File: src/rtl/rx_iq_mux_serializer_pkg.sv
// Shared types and helpers for the protocol-2 Rx I/Q serializer.
// Latency: n/a (types, constant functions and a pure byte-select function).
// Backpressure: n/a.
package rx_p2_pkg;

  typedef enum logic [1:0] {
    ST_CLEAR = 2'd0,
    ST_IDLE  = 2'd1,
    ST_SEND  = 2'd2
  } state_t;

  // Byte n of a word, where n=0 is the least significant byte.
  function automatic logic [7:0] byte_sel(input logic [31:0] word, input logic [1:0] n);
    return word[{n, 3'b000} +: 8];
  endfunction

  // Only whole-byte sample widths that the Ethernet framing supports.
  function automatic bit sample_w_ok(input int w);
    return (w == 16) || (w == 24) || (w == 32);
  endfunction

endpackage

File: src/rtl/rx_iq_mux_serializer_if.sv
// Byte stream from the serializer into the Rx Ethernet FIFO.
// Latency: n/a (wires only).
// Backpressure: fifo_afull from the FIFO stalls wrenable.
//   master: serializer (drives wrenable/data_out/fifo_clear)
//   slave : FIFO (drives fifo_afull)
interface rx_iq_mux_serializer_if;
  logic       wrenable;
  logic [7:0] data_out;
  logic       fifo_clear;
  logic       fifo_afull;

  modport master (output wrenable, output data_out, output fifo_clear, input fifo_afull);
  modport slave  (input wrenable, input data_out, input fifo_clear, output fifo_afull);
endinterface

File: src/rtl/rx_iq_mux_serializer_mask_scan.sv
// Finds the next receiver to send: lowest set mask bit above cur (or from 0 when start=1).
// Latency: combinational.
// Backpressure: none.
//   mask/cur/start in; nxt = next index, last = no further set bit.
module rx_mask_scan #(
  parameter int NR  = 8,
  parameter int RXW = 3
) (
  input  logic [NR-1:0]  mask,
  input  logic [RXW-1:0] cur,
  input  logic           start,
  output logic [RXW-1:0] nxt,
  output logic           last
);

  // Descending walk so the lowest qualifying index wins.
  always_comb begin
    nxt  = '0;
    last = 1'b1;
    for (int i = NR - 1; i >= 0; i--) begin
      if (mask[i] && (start || (RXW'(i) > cur))) begin
        nxt  = RXW'(i);
        last = 1'b0;
      end
    end
  end

endmodule

File: src/rtl/rx_iq_mux_serializer.sv
// Serialises I/Q of the base receiver plus every sync_mask receiver into bytes for the Rx FIFO.
// Latency: first byte the cycle after the base spd_rdy rising edge; one byte per cycle after that.
// Backpressure: fifo_afull holds wrenable low and freezes the byte position in the same cycle.
//   clock/reset_n, sample_rate/sync_mask/base_rx (config), data_in_I/Q + spd_rdy (DDC side),
//   fifo (byte stream master), drop_count (saturating dropped-frame count).
module rx_iq_mux_serializer
  import rx_p2_pkg::*;
#(
  parameter int NR        = 8,
  parameter int SAMPLE_W  = 24,
  parameter int CLEAR_CYC = 4,
  localparam int BPS      = 2 * SAMPLE_W / 8,
  localparam int RXW      = (NR > 1) ? $clog2(NR) : 1
) (
  input  logic                   clock,
  input  logic                   reset_n,
  input  logic [15:0]            sample_rate,
  input  logic [NR-1:0]          sync_mask,
  input  logic [RXW-1:0]         base_rx,
  input  logic [NR*SAMPLE_W-1:0] data_in_I,
  input  logic [NR*SAMPLE_W-1:0] data_in_Q,
  input  logic [NR-1:0]          spd_rdy,
  rx_iq_mux_serializer_if.master fifo,
  output logic [7:0]             drop_count
);

  if (!sample_w_ok(SAMPLE_W) || NR < 1 || NR > 8 || CLEAR_CYC < 1) begin : g_bad_param
    $error("rx_iq_mux_serializer: illegal NR/SAMPLE_W/CLEAR_CYC");
  end

  localparam int BCW = $clog2(BPS);
  localparam int CCW = (CLEAR_CYC > 1) ? $clog2(CLEAR_CYC) : 1;
  localparam logic [BCW-1:0] HB_L     = BCW'(SAMPLE_W / 8);
  localparam logic [BCW-1:0] HB_M1    = BCW'(SAMPLE_W / 8 - 1);
  localparam logic [BCW-1:0] BPS_M1   = BCW'(BPS - 1);
  localparam logic [CCW-1:0] CLR_LAST = CCW'(CLEAR_CYC - 1);
  localparam logic [RXW:0]   NR_L     = (RXW + 1)'(NR);

  state_t              state, state_nxt;
  logic [SAMPLE_W-1:0] cap_i [NR];
  logic [SAMPLE_W-1:0] cap_q [NR];
  logic [SAMPLE_W-1:0] frm_i [NR];
  logic [SAMPLE_W-1:0] frm_q [NR];
  logic [NR-1:0]       spd_q;
  logic [15:0]         prev_rate;
  logic [NR-1:0]       prev_mask;
  logic [RXW-1:0]      prev_base;
  logic [NR-1:0]       rest_mask;   // receivers still to follow the base one
  logic [RXW-1:0]      cur_rx;
  logic                on_base;     // currently sending the base receiver
  logic [BCW-1:0]      byte_idx;
  logic [CCW-1:0]      clr_cnt;
  logic [RXW-1:0]      base_eff;
  logic [NR-1:0]       base_oh;
  logic [RXW-1:0]      scan_nxt;
  logic                scan_last;
  logic                trigger, cfg_chg, byte_go, rx_done;
  logic [SAMPLE_W-1:0] word;
  logic [BCW-1:0]      nsel;

  assign base_eff = ({1'b0, base_rx} >= NR_L) ? '0 : base_rx;
  assign base_oh  = NR'(1) << base_eff;
  assign trigger  = spd_rdy[base_eff] & ~spd_q[base_eff];
  assign cfg_chg  = (sample_rate != prev_rate) || (sync_mask != prev_mask) || (base_rx != prev_base);
  assign byte_go  = (state == ST_SEND) && !fifo.fifo_afull;
  assign rx_done  = byte_go && (byte_idx == BPS_M1);

  rx_mask_scan #(.NR(NR), .RXW(RXW)) u_scan (
    .mask  (rest_mask),
    .cur   (cur_rx),
    .start (on_base),
    .nxt   (scan_nxt),
    .last  (scan_last)
  );

  always_ff @(posedge clock or negedge reset_n) begin
    if (!reset_n) state <= ST_CLEAR;
    else          state <= state_nxt;
  end

  always_comb begin
    state_nxt = state;
    case (state)
      ST_CLEAR: if (clr_cnt == CLR_LAST) state_nxt = ST_IDLE;
      ST_IDLE: begin
        if (cfg_chg)      state_nxt = ST_CLEAR;
        else if (trigger) state_nxt = ST_SEND;
      end
      ST_SEND: begin
        if (cfg_chg)                    state_nxt = ST_CLEAR;
        else if (rx_done && scan_last)  state_nxt = ST_IDLE;
      end
      default: state_nxt = ST_CLEAR;
    endcase
  end

  // Bytes go I MSB..LSB then Q MSB..LSB of the current receiver.
  always_comb begin
    word = '0;
    nsel = '0;
    if (byte_idx < HB_L) begin
      word = frm_i[cur_rx];
      nsel = HB_M1 - byte_idx;
    end else begin
      word = frm_q[cur_rx];
      nsel = BPS_M1 - byte_idx;
    end
    fifo.wrenable   = byte_go;
    fifo.fifo_clear = (state == ST_CLEAR);
    fifo.data_out   = (state == ST_SEND) ? byte_sel(32'(word), nsel[1:0]) : 8'h00;
  end

  always_ff @(posedge clock or negedge reset_n) begin
    if (!reset_n) begin
      spd_q      <= '0;
      prev_rate  <= '0;
      prev_mask  <= '0;
      prev_base  <= '0;
      rest_mask  <= '0;
      cur_rx     <= '0;
      on_base    <= 1'b0;
      byte_idx   <= '0;
      clr_cnt    <= '0;
      drop_count <= '0;
      for (int i = 0; i < NR; i++) begin
        cap_i[i] <= '0;
        cap_q[i] <= '0;
        frm_i[i] <= '0;
        frm_q[i] <= '0;
      end
    end else begin
      spd_q <= spd_rdy;
      for (int i = 0; i < NR; i++) begin
        if (spd_rdy[i]) begin
          cap_i[i] <= data_in_I[i*SAMPLE_W +: SAMPLE_W];
          cap_q[i] <= data_in_Q[i*SAMPLE_W +: SAMPLE_W];
        end
      end

      clr_cnt <= (state == ST_CLEAR) ? clr_cnt + 1'b1 : '0;
      if (state == ST_CLEAR) begin
        prev_rate <= sample_rate;
        prev_mask <= sync_mask;
        prev_base <= base_rx;
      end

      // Any trigger that cannot start a frame is a drop, including one racing a config change.
      if (trigger && ((state != ST_IDLE) || cfg_chg) && (drop_count != 8'hFF))
        drop_count <= drop_count + 8'd1;

      if ((state == ST_IDLE) && trigger && !cfg_chg) begin
        // Receivers strobing right now have fresher data than their capture regs.
        for (int i = 0; i < NR; i++) begin
          frm_i[i] <= spd_rdy[i] ? data_in_I[i*SAMPLE_W +: SAMPLE_W] : cap_i[i];
          frm_q[i] <= spd_rdy[i] ? data_in_Q[i*SAMPLE_W +: SAMPLE_W] : cap_q[i];
        end
        rest_mask <= sync_mask & ~base_oh;
        cur_rx    <= base_eff;
        on_base   <= 1'b1;
        byte_idx  <= '0;
      end else if (byte_go) begin
        if (rx_done) begin
          byte_idx <= '0;
          cur_rx   <= scan_nxt;
          on_base  <= 1'b0;
        end else begin
          byte_idx <= byte_idx + 1'b1;
        end
      end
    end
  end

endmodule
File: src/flat_wrapper.sv
// flat-port wrapper written by rule: the top's interface ports become plain ports
module rx_iq_mux_serializer_flat import rx_p2_pkg::*;
#(
  parameter int NR        = 8,
  parameter int SAMPLE_W  = 24,
  parameter int CLEAR_CYC = 4,
  localparam int BPS      = 2 * SAMPLE_W / 8,
  localparam int RXW      = (NR > 1) ? $clog2(NR) : 1
)
  (clock, reset_n, sample_rate, sync_mask, base_rx, data_in_I, data_in_Q, spd_rdy, drop_count, fifo_wrenable, fifo_data_out, fifo_fifo_clear, fifo_fifo_afull);
  rx_iq_mux_serializer_if fifo_i ();
  input  logic clock;
  input  logic reset_n;
  input  logic [15:0] sample_rate;
  input  logic [NR-1:0] sync_mask;
  input  logic [RXW-1:0] base_rx;
  input  logic [NR*SAMPLE_W-1:0] data_in_I;
  input  logic [NR*SAMPLE_W-1:0] data_in_Q;
  input  logic [NR-1:0] spd_rdy;
  output logic [7:0] drop_count;
  output wire logic [$bits(fifo_i.wrenable)-1:0] fifo_wrenable;
  output wire logic [$bits(fifo_i.data_out)-1:0] fifo_data_out;
  output wire logic [$bits(fifo_i.fifo_clear)-1:0] fifo_fifo_clear;
  input wire logic [$bits(fifo_i.fifo_afull)-1:0] fifo_fifo_afull;
  assign fifo_wrenable = fifo_i.wrenable;
  assign fifo_data_out = fifo_i.data_out;
  assign fifo_fifo_clear = fifo_i.fifo_clear;
  assign fifo_i.fifo_afull = fifo_fifo_afull;
  rx_iq_mux_serializer #(.NR(NR), .SAMPLE_W(SAMPLE_W), .CLEAR_CYC(CLEAR_CYC)) u_core (.clock(clock), .reset_n(reset_n), .sample_rate(sample_rate), .sync_mask(sync_mask), .base_rx(base_rx), .data_in_I(data_in_I), .data_in_Q(data_in_Q), .spd_rdy(spd_rdy), .fifo(fifo_i), .drop_count(drop_count));
endmodule
File: config.mk
export PLATFORM = sky130hd
export DESIGN_NAME = rx_iq_mux_serializer_flat
export DESIGN_NICKNAME = d
export VERILOG_FILES = /design/src/rtl/rx_iq_mux_serializer_pkg.sv /design/src/rtl/rx_iq_mux_serializer_if.sv /design/src/rtl/rx_iq_mux_serializer_mask_scan.sv /design/src/rtl/rx_iq_mux_serializer.sv /design/src/flat_wrapper.sv
export SDC_FILE = /design/constraint.sdc
export NUM_CORES = 1
export LEC_CHECK = 0
export BUFFER_PORTS_ARGS = -buffer_cell sky130_fd_sc_hd__buf_2
export CORE_MARGIN = 8
export CORE_UTILIZATION = 25
export DETAILED_ROUTE_END_ITERATION = 7
export GPL_ROUTABILITY_DRIVEN = 0
export PLACE_DENSITY_LB_ADDON = 0.12
export SYNTH_ARGS = -nofsm -noshare
export SYNTH_HDL_FRONTEND = slang
export SYNTH_SLANG_ARGS = --single-unit
File: constraint.sdc
create_clock -name clock -period 3.7 [get_ports clock]
set_clock_uncertainty 0.15 [all_clocks]
set_input_delay 0.74 -clock clock [delete_from_list [all_inputs] [get_ports clock]]
set_output_delay 0.74 -clock clock [all_outputs]
set_load 0.01 [all_outputs]
### Word level (Yosys, flattened, before mapping)

Cells that the tools add are included.

* register bits: 830
* input bits: 422
* word-level logic and storage cells: 172

* add/sub/neg operators: 5
* order comparisons: 11
* equality and inequality tests: 12
* shift-type cells: 2
* mux-type cells: 61
* bitwise gates (word level): 5
* reduce and logical (&&, ||, !) cells: 33

Operator list (number)
* 24-bit two-way mux: 21
* 24-bit binary-select mux with 3-bit select: 2
* 3-bit two-way mux: 14
* 32-bit by 6-bit indexed part select with 8-bit output: 1
* 16-bit inequality test: 1
* 1-bit logical AND: 15
* 2-bit two-way mux: 7
* 1-bit two-way mux: 13
* 3-bit greater-than comparator, first input constant: 4
* 1-bit logical OR: 11
* 8-bit by 1-bit adder with 8-bit output, second input constant: 1
* 8-bit bitwise AND: 1
* 8-bit two-way mux: 1
* 8-bit inequality test: 1
* 8-bit inequality test, second input constant: 1
* 8-bit inverter: 1
* 1-bit by 3-bit << shifter with 8-bit output, first input constant: 1
* 1-bit binary-select mux with 3-bit select: 2
* 1-bit by 3-bit greater-than comparator with 1-bit output, first input constant: 2
* 2-bit by 3-bit greater-than comparator with 1-bit output, first input constant: 2
* 2-bit case mux with 3 select lines: 1
* 2-bit equality test, second input constant: 2
* 4-bit greater-or-equal comparator, second input constant: 1
* 3-bit by 4-bit less-than comparator with 1-bit output, second input constant: 1
* 19 further kinds: 22

### Longest topological paths before layout

Gate-level depths: netlist of the first run.

* depth after elaboration: 15
* gate-level depth with buffers: 11

### Modules after synthesis

From an unflattened synthesis of the first run, not the netlist that was laid out.

* cell total of the unflattened synthesis: 2195
* area, all modules: 36127.1 um^2

By module, submodules not included
* rx_iq_mux_serializer: instances 1, cells each 2157, area each 35886.9 um^2, seq. area each 20769.9 um^2
* rx_mask_scan: instances 1, cells each 38, area each 240.2 um^2, seq. area each 0.0 um^2

### Least setup slack after synthesis of the first run

OpenSTA, ideal clock, no wires.

* path type: reg-to-output
* start point: reg u_core.cur_rx[1]
* end point: out fifo_data_out[4]
* arrival time: 2.029 ns
* data required time: 2.810 ns
* slack: 0.781 ns
* stages on the path, launching flop included: 6
* path through: dfrtp_1 > buf_2 > mux4_2 > mux4_2 > nor2b_1 > o311a_1

* longest elaborated chain between the ends: 7

RTL lines
* start: declaration: line rx_iq_mux_serializer.sv:49 `logic [RXW-1:0] cur_rx;`
* start signal: assignment: line rx_iq_mux_serializer.sv:158 `cur_rx <= base_eff;`
* start signal: assignment: line rx_iq_mux_serializer.sv:164 `cur_rx <= scan_nxt;`
* 3-bit inverter with 4-bit output (not written as such) *: line rx_iq_mux_serializer.sv:102, rx_iq_mux_serializer.sv:105
* 24-bit binary-select mux with 3-bit select, on equally long branches: line rx_iq_mux_serializer.sv:105, rx_iq_mux_serializer.sv:102
* 24-bit two-way mux, on equally long branches (2 in series): line rx_iq_mux_serializer.sv:105, rx_iq_mux_serializer.sv:102
* 24-bit two-way mux *: line rx_iq_mux_serializer.sv:101 `if (byte_idx < HB_L) begin`
* 32-bit by 6-bit indexed part select with 8-bit output *: line rx_iq_mux_serializer_pkg.sv:14 `return word[{n, 3'b000} +: 8];`
* 8-bit two-way mux *: line rx_iq_mux_serializer.sv:110 `fifo.data_out = (state == ST_SEND) ? byte_sel(32'(word), nsel[1:0]) : 8'h00;`
* end: declaration: line flat_wrapper.sv:22 `output wire logic [$bits(fifo_i.data_out)-1:0] fifo_data_out;`

Every way passes the cells marked *; elsewhere a longest branch is shown, timed or not. The select of a mux whose other input is x is not followed.

### Worst setup path after layout of the first run

* start point: reg u_core.cur_rx[1]
* end point: out fifo_data_out[5]

Same word-level chain as after synthesis.

==> reports/results.tsv, run 1 <==
metric	value	unit
status	complete, but fails checks	
violated checks	negative setup slack	
RSZ-0062 raised after global routing	yes	
final core occ	0.313	
metal3 WL	7.54	mm
crit path launch type	register	
max_slew headroom	0.339	
Inserted Clock Buffers	99	
highest layer used for signal routing	met5	
Final WS setup	-0.304	ns
Die Area	0.157	mm²
top-area cell type share of the netlist area	0.574	
global-route wire length before repair	177	mm
Metal-1 WL	56.1	mm
FF-to-FF End	u_core.cur_rx[1]$_DFFE_PN0P_	
routed vias	20500	
Routed Wire Length	123	mm
cell taking the most area after synthesis	dfrtp_1	
Crit Path Category	reg -> out	
# fillers	14200	
hold wc startpoint	data_in_Q[71]	
clk root buf	clkbuf_16	
Final period util	1.08	
Hold Path End	u_core.cap_q[143]$_DFF_PN0_	
area of the multi-input gates	0.0146	mm²
CTS tree	built	
Max VDD drop	364	µV
fin. max-slew vios	0	
I/O Buffers	439	
CP Capture Type	output port	
flops & latches, synth	830	
Finished Cell Area	0.0450	mm²
final setup vio count	8	
Total Nets Final	3114	
top_reg_cell synth	dfrtp_1	
Worst-Skew Late Latency	0.70	ns
WP data required	2.81	ns
crit path time final	4.00	ns
crit path DAT	3.11	ns
Gate Count Post-Synth	2144	
synthesized area per cell	16.9	µm²
Area Overhead vs Synth	24.5	%
wire per inst	26.4	µm
Yosys cell types	55	
Max Root-Sink Buffers	3	
initial antenna violation count	28	
GRT Residual Overflow	0	
Worst-Margin Slew	0.992	ns
sequential cell area	0.0208	mm²
register area share after synthesis	0.574	
RR Startpoint	u_core.spd_q[5]$_DFF_PN0_	
Antenna Nets Post-Route	0	
Crit Path Max Fanout	18	
initial DRC count	1059	
largest net degree at the start of global routing	95	
die height	396	µm
pre-CTS worst setup slack	-0.0920	ns
Post-Syn Area	0.0362	mm²
highest clock rate	250	MHz
Post-synth EDFFs	0	
Cells on Worst Hold Path	2	
Reg clk slew, reported paths	0.06	ns
Syn. warnings	0	
Min-Delay Path Class	in -> reg	
layout cell share with drive strength beyond 1	0.605	
Placed Area	0.0408	mm²
Rows	139	
setup TNS	-2.25	ns
DRC errors left	0	
Die Wd	396	µm
Detailed Routing Iterations Pass 1	5	
# IOs	440	
Async SR Flop Fraction	1.00	
core area	0.144	mm²
number of max-cap violations	0	
met2 wire len	57.7	mm
Area contributors post-synth	dfrtp_1 57%, mux2_2 15%, mux2_4 13%	
Vias/cell	4.37	
CTS Sinks	830	
Initial Util	0.252	
all-layer global routing usage	0.155	
R2R Setup Slk	0.74	ns
Syn Nets	2570	
htree depth	3	
post-DP HPWL	88.3	mm
Worst R2R Path Depth	7	
vias in the first global route	23000	
Final Hold Fails	0	
Leak	21.2	nW
pwr dens	483	mW/mm²
[layer usage]
| layer | global-route usage | vias to the layer above |
|---|---|---|
| met4 | 0.0287 | 16 |
| met2 | 0.250 | 510 |
| met3 | 0.0428 | 147 |
| li1 | - | 8942 |
| met1 | 0.210 | 10800 |
| met5 | 0 | - |
[placed cells by master, fill, tap and decap left out, drive strengths merged, types with 7 or more instances in the layout]
| cell type | n |
|---|---|
| dfrtp | 830 |
| mux2 | 796 |
| buf | 566 |
| clkbuf | 142 |
| mux4 | 94 |
| mux2i | 45 |
| nand2 | 36 |
| o21ai | 33 |
| clkinv | 23 |
| inv | 23 |
| nor2 | 18 |
| xnor2 | 17 |
| xor2 | 17 |
| o22ai | 10 |
| nand4 | 8 |
| bufinv | 8 |
| nor3 | 8 |
| a21oi | 7 |
[Yosys cell counts (3+ instances only)]
library cell	count
and3_1	4
inv_1	16
nand2_1	36
clkbuf_1	13
o21ai_0	30
o221ai_1	6
xnor2_1	17
buf_1	44
mux2_2	477
dfrtp_1	830
buf_2	23
o21ai_1	3
nor2_1	18
buf_12	33
ha_1	4
o32ai_1	4
buf_6	6
a21oi_1	7
a221oi_1	5
o31ai_1	4
nor2b_1	6
o311a_1	5
o22ai_1	10
nand4_1	8
buf_4	8
nand3_1	6
nor3_1	8
nor3b_1	3
mux4_2	94
or2_2	3
mux2i_1	45
mux2_4	319
nand2b_1	3
xor2_1	17
[kinds of logic (layout without fill, tap and decap cells)]
| logic type | Yosys count | count (layout) | share of synthesized area |
|---|---|---|---|
| multiplexers | 935 | 935 | 0.352 |
| flip-flops | 830 | 830 | 0.574 |
| buffers and inverters | 145 | 768 | 0.0327 |
| AND/OR/NAND/NOR | 104 | 104 | 0.0144 |
| AO/OA/AOI/OAI | 92 | 92 | 0.0175 |
| XOR/XNOR | 34 | 34 | 0.00823 |
| adder cells (fa/ha/maj) | 4 | 4 | 0.00138 |
| other | 0 | 6 | 0 |
[critical path, stage by stage (launching register included)]
cell and delay, ns:
dfrtp_4 0.52, buf_12 0.16, bufbuf_16 0.31, mux4_2 0.32, mux2i_2 0.25, buf_4 0.21, o22ai_1 0.12, a211oi_4 0.23
nor3_4 0.10, buf_2 0.18
[flip-flops by register name, summed over array words and instances, names as in the netlist]
register	cells
u_core.cap_i	192
u_core.cap_q	192
u_core.frm_i	192
u_core.frm_q	192
u_core.prev_rate	16
u_core.drop_count	8
u_core.prev_mask	8
u_core.rest_mask	8
u_core.spd_q	8
u_core.byte_idx	3
u_core.cur_rx	3
u_core.prev_base	3
u_core.clr_cnt	2
u_core.state	2
u_core.on_base	1
[power by group]
| group | switching, mW | total, mW | internal (mW) | leakage, nW |
|---|---|---|---|---|
| clock network | 4.04 | 9.97 | 5.93 | 1.64 |
| registers | 0.203 | 9.83 | 9.63 | 10.6 |
| logic | 1.06 | 1.96 | 0.905 | 8.93 |
[area by class of cell]
cell class,instances,share of cell area
sequential,830,0.461
multi-input combinational,1169,0.324
timing repair buffer,570,0.0865
clock buffer,141,0.0634
tap,1903,0.0529
clock inverter,39,0.0102
inverter,18,0.00150
antenna,6,0.000333
[worst max-delay path by stage]
stage	startpoint	end	slack (ns)	cells past startpoint
floorplan	u_core.cur_rx[1]$_DFFE_PN0P_	fifo_data_out[4]	0.78	5
global placement	u_core.cur_rx[1]$_DFFE_PN0P_	fifo_data_out[5]	-0.15	8
detailed placement	u_core.cur_rx[1]$_DFFE_PN0P_	fifo_data_out[5]	-0.09	8
CTS	u_core.cur_rx[0]$_DFFE_PN0P_	fifo_data_out[2]	-0.47	8
global route	u_core.cur_rx[1]$_DFFE_PN0P_	fifo_data_out[5]	-0.43	9
finish	u_core.cur_rx[1]$_DFFE_PN0P_	fifo_data_out[5]	-0.30	9
[timing repair]
action	4_1_cts	5_1_grt
setup buffers	10	17
hold buffers	1	0
setup endpoints to repair	8	8
gates resized for setup	72	17
endpoints found under the hold margin	26	0
pin swaps	9	6
cloned	4	1
[stage by stage]
stage	std cells	total power, mW	hold WS [ns]
final	4676	21.8	0.147
after global routing	4670	22.8	0.0766
after CTS	4652	22.2	0.0544
after detailed placement	4458	12.0	0.280
after global placement	4458	12.0	0.274
after floorplan	2144	11.0	0.258
Note: power is estimated with default switching activity, not from simulation.
==> run 2: changes to the inputs <==
--- a/config.mk
+++ b/config.mk
@@ -6,6 +6,8 @@
 export NUM_CORES = 1
 export LEC_CHECK = 0
 export BUFFER_PORTS_ARGS = -buffer_cell sky130_fd_sc_hd__buf_2
+export CELL_PAD_IN_SITES_DETAIL_PLACEMENT = 1
+export CELL_PAD_IN_SITES_GLOBAL_PLACEMENT = 2
 export CORE_MARGIN = 8
 export CORE_UTILIZATION = 25
 export DETAILED_ROUTE_END_ITERATION = 7
==> run 2 against run 1 <==
The run still ends with negative setup slack left. Critical path depth unchanged. Largest cell class unchanged. Core utilization is 0.30 points higher. Cell area is 0.94% higher. Wire length is 2.9% higher. Critical path type unchanged.
==> reports/results.tsv, run 2 (synthesis gave the netlist of run 1 again) <==
metric	value	unit
initial antenna violation count	22	
RR Startpoint	u_core.prev_rate[1]$_DFFE_PN0P_	
critical-path cell with the highest stage delay	dfrtp_4	
Total Nets Final	3128	
FF-to-FF End	u_core.frm_q[181]$_DFFE_PN0P_	
core area	0.144	mm²
Min-Delay Path Class	in -> reg	
Worst-Skew Late Latency	0.70	ns
crit path time final	4.07	ns
crit path launch type	register	
Hold Path End	u_core.cap_q[172]$_DFF_PN0_	
pre-CTS worst setup slack	0.102	ns
CP Capture Type	output port	
crit-path most repeated cell	buf_12	
htree depth	3	
die height	396	µm
I/O Buffers	439	
Routed Wire Length	127	mm
Flop pwr share	0.440	
WP data required	2.81	ns
pwr dens	492	mW/mm²
Worst R2R Path Depth	8	
Die Area	0.157	mm²
clk root buf	clkbuf_16	
Vias/cell	4.41	
Slowest Stage Delay on Critical Path	0.50	ns
Initial Util	0.252	
Inserted Clock Buffers	103	
highest clock rate	246	MHz
Leak	21.4	nW
final setup vio count	8	
worst path bufs/invs	5	
global-route wire length before repair	184	mm
met2 wire len	61.1	mm
Logic pwr share	0.089	
max_slew headroom	0.249	
Reg clk slew, reported paths	0.06	ns
most common cell after layout, fill and taps aside	dfrtp_1	
routed vias	20700	
Psw	5.41	mW
R2R Setup Slk	1.05	ns
Crit Path Category	reg -> out	
Rows	139	
Antenna Nets Post-Route	0	
Final period util	1.10	
# IOs	440	
Final Hold Fails	0	
Max Root-Sink Buffers	3	
Area Overhead vs Synth	25.6	%
hold wc startpoint	data_in_Q[4]	
wire per inst	27.0	µm
largest net degree at the start of global routing	87	
delay-heaviest family, CP	multiplexers	
layout cell share with drive strength beyond 1	0.605	
Max VDD drop	311	µV
number of max-cap violations	0	
Metal-1 WL	57.5	mm
Cells on Worst Hold Path	2	
Layout Cells excl Fill	4694	
metal3 WL	6.13	mm
crit path DAT	3.18	ns
violated checks	negative setup slack	
fin. max-slew vios	0	
Worst-Margin Slew	1.13	ns
RSZ-0062 raised after global routing	yes	
Cells after DPL	4469	
CTS tree	built	
Die Wd	396	µm
initial DRC count	996	
Crit Path Max Fanout	6	
commonest non-fill, non-tap cells in the layout	827 x dfrtp_1, 477 x mux2_2, 424 x buf_2	
Detailed Routing Iterations Pass 1	5	
all-layer global routing usage	0.161	
post-DP HPWL	90.3	mm
highest layer used for signal routing	met5	
status	complete, but fails checks	
vias in the first global route	24100	
# fillers	15000	
P_int	17.0	mW
Critical Path, Cell by Cell	buf_12 > buf_12 > buf_8 > buf_12 > mux4_2 > mux2i_1 > o221ai_2 > o311a_4 > buf_6	
DRC errors left	0	
Final WS setup	-0.373	ns
GRT Residual Overflow	0	
Net Sw Frac	0.242	
clock share of power	0.471	
CTS Sinks	830	
[run 2: layer usage]
layer | track usage | vias up
li1 | - | 8972
met1 | 0.217 | 11100
met2 | 0.265 | 482
met3 | 0.0340 | 131
met4 | 0.0378 | 8
met5 | 0 | -
[run 2: per-stage QoR]
step / power [mW] / hold slack, ns / TNS [ns] / util / cell area (µm²)
floorplan: 11.0 / 0.258 / 0 / - / 36200
global placement: 12.0 / 0.272 / 0 / 0.285 / 41000
detailed placement: 12.1 / 0.284 / 0 / 0.285 / 41000
CTS: 22.9 / 0.0579 / -3.20 / 0.315 / 45300
global route: 23.4 / 0.0970 / -2.78 / 0.316 / 45400
finish: 22.4 / 0.135 / -2.21 / 0.316 / 45500
[run 2: power groups by stage]
stage | combinational [mW] | clock [mW] | sequential (mW)
after floorplan | 1.00 | 0 | 9.96
after global placement | 2.00 | 0 | 9.99
after detailed placement | 2.04 | 0 | 10.0
after CTS | 2.06 | 11.0 | 9.85
after global routing | 2.19 | 11.3 | 9.91
final | 1.99 | 10.5 | 9.84
[run 2: layout make-up]
class,count,area (µm²),share of cell area
Antenna cell,9,22.5,0.000495
Inverter,18,70.1,0.00154
Clock inverter,37,563,0.0124
Sequential cell,830,20800,0.457
Timing Repair Buffer,580,4120,0.0907
Multi-Input combinational cell,1169,14500,0.320
Clock buffer,148,2980,0.0655
Tap cell,1903,2380,0.0524
[run 2: worst max path at each step]
stage                                      start               end  slack [ns]  cells after the start
detailed placement  u_core.cur_rx[0]$_DFFE_PN0P_  fifo_data_out[7]        0.10                      6
CTS                 u_core.cur_rx[0]$_DFFE_PN0P_  fifo_data_out[1]       -0.42                      8
global placement    u_core.cur_rx[0]$_DFFE_PN0P_  fifo_data_out[7]         0.1                      6
global route        u_core.cur_rx[0]$_DFFE_PN0P_  fifo_data_out[5]       -0.39                      9
floorplan           u_core.cur_rx[1]$_DFFE_PN0P_  fifo_data_out[4]        0.78                      5
finish              u_core.cur_rx[0]$_DFFE_PN0P_  fifo_data_out[4]       -0.37                      9
[run 2: repair_timing]
item,in CTS,in global routing
gates resized for setup,83,19
buffers inserted,14,13
cloned,9,1
hold buffers,2,0
hold endpoints to repair,36,0
endpoints found under the setup margin,8,8
pin swaps,12,14
